[src/rtl/pwm_ramp_ctrl.sv]
// Slew-limited sign-magnitude command sequencer feeding the PWM generator, with dead time on reversal.
// Optional command watchdog compiled in with `define PWM_RAMP_WDOG_EN.
module pwm_ramp_ctrl #(
  parameter int STEP_SIZE  = 4,
  parameter int UPDATE_DIV = 64,
  parameter int DEAD_TICKS = 2,
  parameter int WDOG_TICKS = 255
) (
  input  logic       clk,
  input  logic       reset,
  input  logic [7:0] cmd_val,
  input  logic       cmd_valid,
  output logic       cmd_ready,
  output logic [7:0] pwm_val,
  output logic       at_target,
  output logic       wdog_trip,
  output logic [1:0] state_dbg
);

  // Handshake: a command transfers on any clk edge where cmd_valid && cmd_ready;
  // cmd_ready is a registered decode of the next state (low only in DEAD) and
  // does not depend on cmd_valid. The sender holds cmd_val stable while valid.

  typedef enum logic [1:0] {
    IDLE = 2'd0,
    RAMP = 2'd1,
    DEAD = 2'd2
  } state_t;

  localparam int DIV_W = (UPDATE_DIV > 1) ? $clog2(UPDATE_DIV) : 1;
  localparam logic [DIV_W-1:0] DIV_LAST  = DIV_W'(UPDATE_DIV - 1);
  localparam logic [7:0]       STEP      = 8'(STEP_SIZE);
  localparam logic [7:0]       DEAD_INIT = 8'(DEAD_TICKS);

  state_t           state_q, state_n;
  logic [DIV_W-1:0] div_q;
  logic [7:0]       target_q, target_n;
  logic [7:0]       dead_q, dead_n;
  logic [7:0]       pwm_n;
  logic [7:0]       pm, tm, diff, step_amt;
  logic             tick, accept, stay_dead, match;

  assign tick      = (div_q == DIV_LAST);
  assign accept    = cmd_valid && cmd_ready;
  assign state_dbg = state_q;

`ifdef PWM_RAMP_WDOG_EN
  logic [15:0] wdog_q, wdog_n;
  logic        trip_n;
`endif

  always_comb begin
    pwm_n     = pwm_val;
    dead_n    = dead_q;
    stay_dead = 1'b0;
    pm        = {1'b0, pwm_val[6:0]};
    tm        = {1'b0, target_q[6:0]};
    diff      = 8'd0;
    step_amt  = 8'd0;

    // The step always uses the target held before this edge.
    if (tick) begin
      case (state_q)
        RAMP: begin
          if (pwm_val[7] == target_q[7] || tm == 8'd0) begin
            diff     = (pm < tm) ? (tm - pm) : (pm - tm);
            step_amt = (diff < STEP) ? diff : STEP;
            pwm_n[6:0] = (pm < tm) ? 7'(pm + step_amt) : 7'(pm - step_amt);
          end else if (pm != 8'd0) begin
            step_amt   = (pm < STEP) ? pm : STEP;
            pwm_n[6:0] = 7'(pm - step_amt);
            if (pm == step_amt && DEAD_TICKS != 0) begin
              stay_dead = 1'b1;
              dead_n    = DEAD_INIT;
            end
          end else if (DEAD_TICKS == 0) begin
            pwm_n[7] = target_q[7];
          end else begin
            stay_dead = 1'b1;
            dead_n    = DEAD_INIT;
          end
        end
        DEAD: begin
          if (dead_q <= 8'd1) begin
            dead_n   = 8'd0;
            pwm_n[7] = target_q[7];
          end else begin
            dead_n    = dead_q - 8'd1;
            stay_dead = 1'b1;
          end
        end
        default: ;
      endcase
    end else if (state_q == DEAD) begin
      stay_dead = 1'b1;
    end

    // A zero-magnitude target keeps its previous dir bit.
    target_n = target_q;
    if (accept)
      target_n = (cmd_val[6:0] == 7'd0) ? {target_q[7], 7'd0} : cmd_val;

`ifdef PWM_RAMP_WDOG_EN
    wdog_n = wdog_q;
    trip_n = wdog_trip;
    if (accept) begin
      wdog_n = 16'd0;
      trip_n = 1'b0;
    end else if (tick && !wdog_trip) begin
      wdog_n = wdog_q + 16'd1;
      if (wdog_n == 16'(WDOG_TICKS)) begin
        trip_n   = 1'b1;
        target_n = {target_q[7], 7'd0};
      end
    end
`endif

    match = (pwm_n[6:0] == target_n[6:0]) &&
            (target_n[6:0] == 7'd0 || pwm_n[7] == target_n[7]);
    if (stay_dead)  state_n = DEAD;
    else if (match) state_n = IDLE;
    else            state_n = RAMP;
  end

  always_ff @(posedge clk or posedge reset) begin
    if (reset) begin
      state_q   <= IDLE;
      div_q     <= '0;
      target_q  <= 8'h00;
      dead_q    <= 8'd0;
      pwm_val   <= 8'h00;
      cmd_ready <= 1'b1;
      at_target <= 1'b1;
    end else begin
      state_q   <= state_n;
      div_q     <= tick ? '0 : div_q + 1'b1;
      target_q  <= target_n;
      dead_q    <= dead_n;
      pwm_val   <= pwm_n;
      cmd_ready <= (state_n != DEAD);
      at_target <= (state_n == IDLE);
    end
  end

`ifdef PWM_RAMP_WDOG_EN
  always_ff @(posedge clk or posedge reset) begin
    if (reset) begin
      wdog_q    <= 16'd0;
      wdog_trip <= 1'b0;
    end else begin
      wdog_q    <= wdog_n;
      wdog_trip <= trip_n;
    end
  end
`else
  assign wdog_trip = 1'b0;
`endif

endmodule
[config.mk]
export PLATFORM = sky130hd
export DESIGN_NAME = pwm_ramp_ctrl
export DESIGN_NICKNAME = d
export VERILOG_FILES = /design/src/rtl/pwm_ramp_ctrl.sv
export SDC_FILE = /design/constraint.sdc
export NUM_CORES = 1
export LEC_CHECK = 0
export CORE_AREA = 3 3 74 76
export DETAILED_ROUTE_END_ITERATION = 16
export DIE_AREA = 0 0 77 79
export GPL_TIMING_DRIVEN = 0
export PLACE_DENSITY = 0.83
export SLEW_MARGIN = 5
export SYNTH_ARGS = -nofsm -noshare
export SYNTH_HDL_FRONTEND = slang
export SYNTH_SLANG_ARGS = --single-unit
[constraint.sdc]
create_clock -name clk -period 9.12 [get_ports clk]
set_input_delay 1.824 -clock clk [delete_from_list [all_inputs] [get_ports clk]]
set_output_delay 1.824 -clock clk [all_outputs]
set_load 0.005 [all_outputs]
==> flow_summary.ini, run 1 <==
[logic_synthesis]
synth-simple-area-share_pct = 24.7
ys_seq_area_share_pct = 27.5
synth-main-ff-cell = dfrtp_1
yosys.cell_types.count = 67
syn_area_per_cell_um2 = 8.59
synth_xor_area_share_pct = 2.82
synthCells = 361
synth_compound_area_share_pct = 22.3
synth_top_family_by_area = simple AND/OR/NAND/NOR gates
synthArstFlopShare_pct = 100
synth-seq-cells = 34
yosysWarningCount = 0
netlist_area_um2 = 3100
syn-num-nets = 403
synth_edf_count = 0
muxShareOfSynthArea_pct = 3.59
synth-adder-area-share_pct = 13.2

[cts]
cts-root-buf = clkbuf_8
post_cts_buffers = 0
cts_tree = yes
post_cts_resized = 0
cts_sinks = 34
htree_levels = 2
cts.clk_slew.worst_paths_ps = 70
clk_latency_ps = 290
cts_made_buffers = 5
cts-hold-fix-buffers = 0
clockBufferDepth = 2

[timing]
hold_slack_ps = 513
finClkSkew_ps = 7.24
fmax_ghz = 0.147
slew_viol_final = 0
rsz0062_at_grt = false
setup_tns_ps = 0
hold_viol = 0
fin_crit_sh_pct = 74.4
worst_pin_slew_ps = 736
timing.slew.headroom_pct = 50.3
fin_crit_ps = 6790
setup_viol = 0

[place]
dp.cells = 450
hpwl_um = 5840
io_buffers = 22
place_congestion = 0.960

[power_and_ir_drop]
p_leak_nw = 1.57
p_per_area_nw_per_um2 = 113
peakVddDrop_mv = 0.121
p_total_mw = 0.396

[finish]
layoutNonFillerInstCount = 457
syn_to_final_growth_pct = 13.4
nets = 432
nFillCells = 363
drive_gt1_share_pct = 11.5
n_antenna_cell = 0
final_cell_mix = nand2_1, dfrtp_1, o21ai_0, inv_1, ha_1

[worst_setup_path]
path_common_cell = inv_1
cp.arrival_ps = 6910
r2r-start = pwm_val[1]$_DFF_PP0_
cpPeakStageDelay_ps = 590
cp_max_fo = 9
crit_start = pwm_val[1]$_DFF_PP0_
slowest_stage = nor4_1
end_kind = flip-flop
required_ps = 9250
startpoint_type = flip-flop
critPathKind = reg2reg

[grt]
grt_pass1_wl_um = 13000
grt_usage_pct = 26.4
antenna_found_initial = 0
grt_pass1_vias = 2757
gr-total-overflow = 0
grt_max_degree = 35

[detailed_routing]
wl_met2_um = 3600
top_layer = met4
via_count = 2893
drc = 0
ant_nets = 0
m1WireLength_um = 3400
via_per_inst = 6.33
wl_met3_um = 446
drt_pass1_iterations = 5
drt-initial-drc-count = 217
routed_wl_um = 7540
post_drt_wl_per_cell_um = 16.5

[worst_hold_path]
min_path_type = reg2reg
hold_start = div_q[5]$_DFF_PP0_

[floorplanning]
fp.dieArea_um2 = 6080
io_pins = 24
die_w_um = 77
initial_core_util_pct = 64.8
coreArea_um2 = 4790
row_count = 25
die_y_um = 79

[job]
cap_violations = 0

[run_status]
status = completed
[stage by stage]
step | setup WS (ps) | area [um2] | utilization, %
2_1_floorplan | 3430 | 3100 | -
3_3_place_gp | 2600 | 3410 | 71.2
3_5_place_dp | 2360 | 3410 | 71.2
4_1_cts | 2330 | 3520 | 73.5
5_1_grt | 1650 | 3520 | 73.5
6_report | 2330 | 3520 | 73.5
[registers in the layout, indices dropped and copies added (netlist names)]
| signal | flops |
|---|---|
| pwm_val | 8 |
| div_q | 6 |
| cmd_ready | 1 |
| dead_q | 8 |
| target_q | 8 |
| at_target | 1 |
| state_dbg | 2 |
[cells by family after synthesis]
group | after synthesis
flip-flops | 34
buffers and inverters | 40
XOR/XNOR | 10
adder cells (fa/ha/maj) | 31
other | 2
AND/OR/NAND/NOR | 136
multiplexers | 10
AO/OA/AOI/OAI | 98
[metal layers]
layer / track usage (%) / vias to the layer above
li1: - / 1376
met1: 34.7 / 1392
met2: 44.3 / 112
met3: 5.22 / 13
met4: 8.01 / 0
met5: 0 / -
[report_power, final]
group | total (mW) | leakage [nW] | switching (mW) | internal (mW)
Combinational | 0.0913 | 1.10 | 0.0530 | 0.0383
Sequential | 0.161 | 0.420 | 0.00672 | 0.154
Clock | 0.144 | 0.0573 | 0.0565 | 0.0874
Total | 0.396 | 1.57 | 0.116 | 0.280
[path summary, 6_finish.rpt]
check | slack (ps) | depth (start not counted) | end
setup reg to reg | 2330 | 26 | state_dbg[0]$_DFF_PP0_
max in group asynchronous | 6700 | 2 | div_q[5]$_DFF_PP0_
hold reg to reg | 510 | 1 | div_q[5]$_DFF_PP0_
hold / removal | 510 | 1 | div_q[5]$_DFF_PP0_
min in group asynchronous | 1960 | 2 | pwm_val[6]$_DFF_PP0_
setup / recovery | 2330 | 26 | state_dbg[0]$_DFF_PP0_
[area by class of cell]
type                    count  area [um2]  area share [%]
multi-input cells         287        2070            58.9
flip-flops and latches     34         853            24.3
repair buffers             22         220            6.26
inverters                  30         113            3.20
well taps                  67        83.8            2.38
clock buffers               6        82.6            2.35
plain buffers              10        62.6            1.78
clock inverters             1        30.0           0.853
[cell usage after synthesis (4+ instances only)]
library cell	number	area, um2
a21oi_1	20	100
mux2_2	5	56.3
mux2i_1	4	40.0
nor4_1	5	31.3
nand4_1	9	56.3
xor2_1	7	61.3
clkbuf_1	4	15.0
o41ai_1	4	35.0
and2_1	4	25.0
nor2_1	20	75.1
nor3_1	14	70.1
a211oi_1	5	37.5
nand2b_1	10	62.6
ha_1	28	350
inv_1	30	113
a21o_1	7	52.6
nand3_1	16	80.1
dfrtp_1	32	801
o21ai_0	29	145
o21a_1	6	45.0
nand2_1	32	120
[worst max-delay path, delay by kind of cell, from the launching register on]
kind,cells,cell delay (ps)
buffers and inverters,5,840
AND/OR/NAND/NOR,12,2870
adder cells (fa/ha/maj),3,1180
flip-flops,1,470
AO/OA/AOI/OAI,6,1240
(Power assumes the default switching activity.)
==> run 2, diff against run 1 <==
CORE_AREA = 3 3 80 82   (was 3 3 74 76)
DIE_AREA = 0 0 83 85   (was 0 0 77 79)
PLACE_DENSITY = 0.75   (was 0.83)
clock period = 6.09 ns   (was 9.12 ns; I/O delays follow)
==> flow_summary.ini, run 2 (synthesis gave the netlist of run 1 again) <==
[worst_setup_path]
startpoint_type = flip-flop
cp.arrival_ps = 5890
rr_worst_depth = 24
cp_max_fo = 9
required_ps = 6220
end_kind = flip-flop
critPathKind = reg2reg

[timing]
fmax_ghz = 0.174
fin_crit_sh_pct = 94.6
hold_slack_ps = 516
hold_viol = 0
worst_pin_slew_ps = 720
slew_viol_final = 0
setup_tns_ps = 0
setup_viol = 0
fin_crit_ps = 5760
timing.slew.headroom_pct = 51.3
finClkSkew_ps = 8.61

[power_and_ir_drop]
p_total_mw = 0.557
p_leak_nw = 1.59
p_per_area_nw_per_um2 = 155
peakVddDrop_mv = 0.193

[floorplanning]
initial_core_util_pct = 53.3
die_y_um = 85
die_w_um = 83
row_count = 28
coreArea_um2 = 5820
io_pins = 24
fp.dieArea_um2 = 7060

[cts]
cts_tree = yes
cts_sinks = 34
htree_levels = 2
cts_made_buffers = 5
cts-root-buf = clkbuf_8
cts.clk_slew.worst_paths_ps = 70
clockBufferDepth = 2
cts-hold-fix-buffers = 0
clk_latency_ps = 280

[place]
hpwl_um = 5970
placed_area_um2 = 3420
io_buffers = 22
place_congestion = 0.878

[detailed_routing]
ant_nets = 0
via_count = 2777
drt_pass1_iterations = 4
via_per_inst = 5.96
drt-initial-drc-count = 178
post_drt_wl_per_cell_um = 16.4
routed_wl_um = 7620
drc = 0

[finish]
syn_to_final_growth_pct = 15.9
final_cell_mix = nand2_1, inv_1, o21ai_0
drive_gt1_share_pct = 16.9
n_antenna_cell = 0
reg_top3 = dead_q x8, pwm_val x8, target_q x8
nets = 432
layout_commonest_cell = nand2_1
postLayoutCellArea_um2 = 3600

[grt]
grt_busiest_layer = met2
grt_pass1_vias = 2789
grt_max_degree = 35
met1_usage_pct = 26.7
gr-total-overflow = 0
antenna_found_initial = 0
grt_pass1_wl_um = 12700
grt_use_met2_pct = 39.2
grt_usage_pct = 21.4
grt_use_met3_pct = 2.91

[worst_hold_path]
hold_depth = 1
min_path_type = reg2reg

[job]
cap_violations = 0

[run_status]
status = completed
-- run 2: cell count changes in the layout (fill, tap and decap cells not counted), sizes merged --
| cell | previous run | this run |
|---|---|---|
| clkbuf | 12 | 10 |
| clkinv | 0 | 1 |
| bufinv | 1 | 0 |
| buf | 4 | 7 |
-- run 2: per-stage QoR --
stage | std cells | worst slack (ps) | util (%)
after floorplan | 361 | 400 | -
after global placement | 458 | -427 | 58.7
after detailed placement | 458 | -660 | 58.7
after CTS | 467 | 12.4 | 60.9
after global routing | 466 | -45.1 | 61.8
final | 466 | 329 | 61.8
-- run 2: path summary, 6_finish.rpt --
check	end	from	slack, ps
worst max-delay path	state_dbg[0]$_DFF_PP0_	pwm_val[1]$_DFF_PP0_	330
worst min-delay path	div_q[4]$_DFF_PP0_	div_q[4]$_DFF_PP0_	520
worst max register to register	state_dbg[0]$_DFF_PP0_	pwm_val[1]$_DFF_PP0_	330
worst min register to register	div_q[4]$_DFF_PP0_	div_q[4]$_DFF_PP0_	520
max in group asynchronous	pwm_val[1]$_DFF_PP0_	reset	4220
min in group asynchronous	target_q[5]$_DFF_PP0_	reset	1370
-- run 2: per-layer routing --
layer  routed length, um  vias up
li1                    -     1375
met1                3360     1335
met2                3890       54
met3                 277       13
met4                  89        0
met5                   0        -
-- run 2: where the power goes --
| group | internal, mW | switching, mW |
|---|---|---|
| registers | 0.231 | 0.00996 |
| clock network | 0.0911 | 0.0758 |
| logic | 0.0635 | 0.0852 |
-- run 2: layout make-up --
type	instances	area, um2
Clock inverter	1	5.00
Buffer	7	55.1
Multi-Input combinational cell	287	2140
Timing Repair Buffer	25	243
Fill cell	527	2220
Inverter	30	113
Tap cell	75	93.8
Clock buffer	7	86.3
Sequential cell	34	860
-- run 2: timing repair --
| item | 4_1_cts | 5_1_grt |
|---|---|---|
| gates resized for setup | 7 | 18 |
| setup buffers | 1 | 2 |
| pin swaps | 2 | 1 |
| setup endpoints to repair | 3 | 3 |
-- run 2: worst max-delay path, cell delays in order (launching register included) --
cell,delay [ps]
dfrtp_2,380
clkbuf_4,180
inv_1,120
fa_1,480
a21o_1,200
a21o_1,190
a2111oi_2,410
nor3_1,140
nor4b_4,310
and4_4,300
nor2b_2,200
inv_1,60
ha_1,280
nand2_1,40
and2_1,170
ha_1,260
nor2b_1,130
o21a_1,180
o21a_1,180
o32a_1,380
and3_4,190
nor4b_2,280
nand4_1,170
and4bb_1,320
nor3_1,60
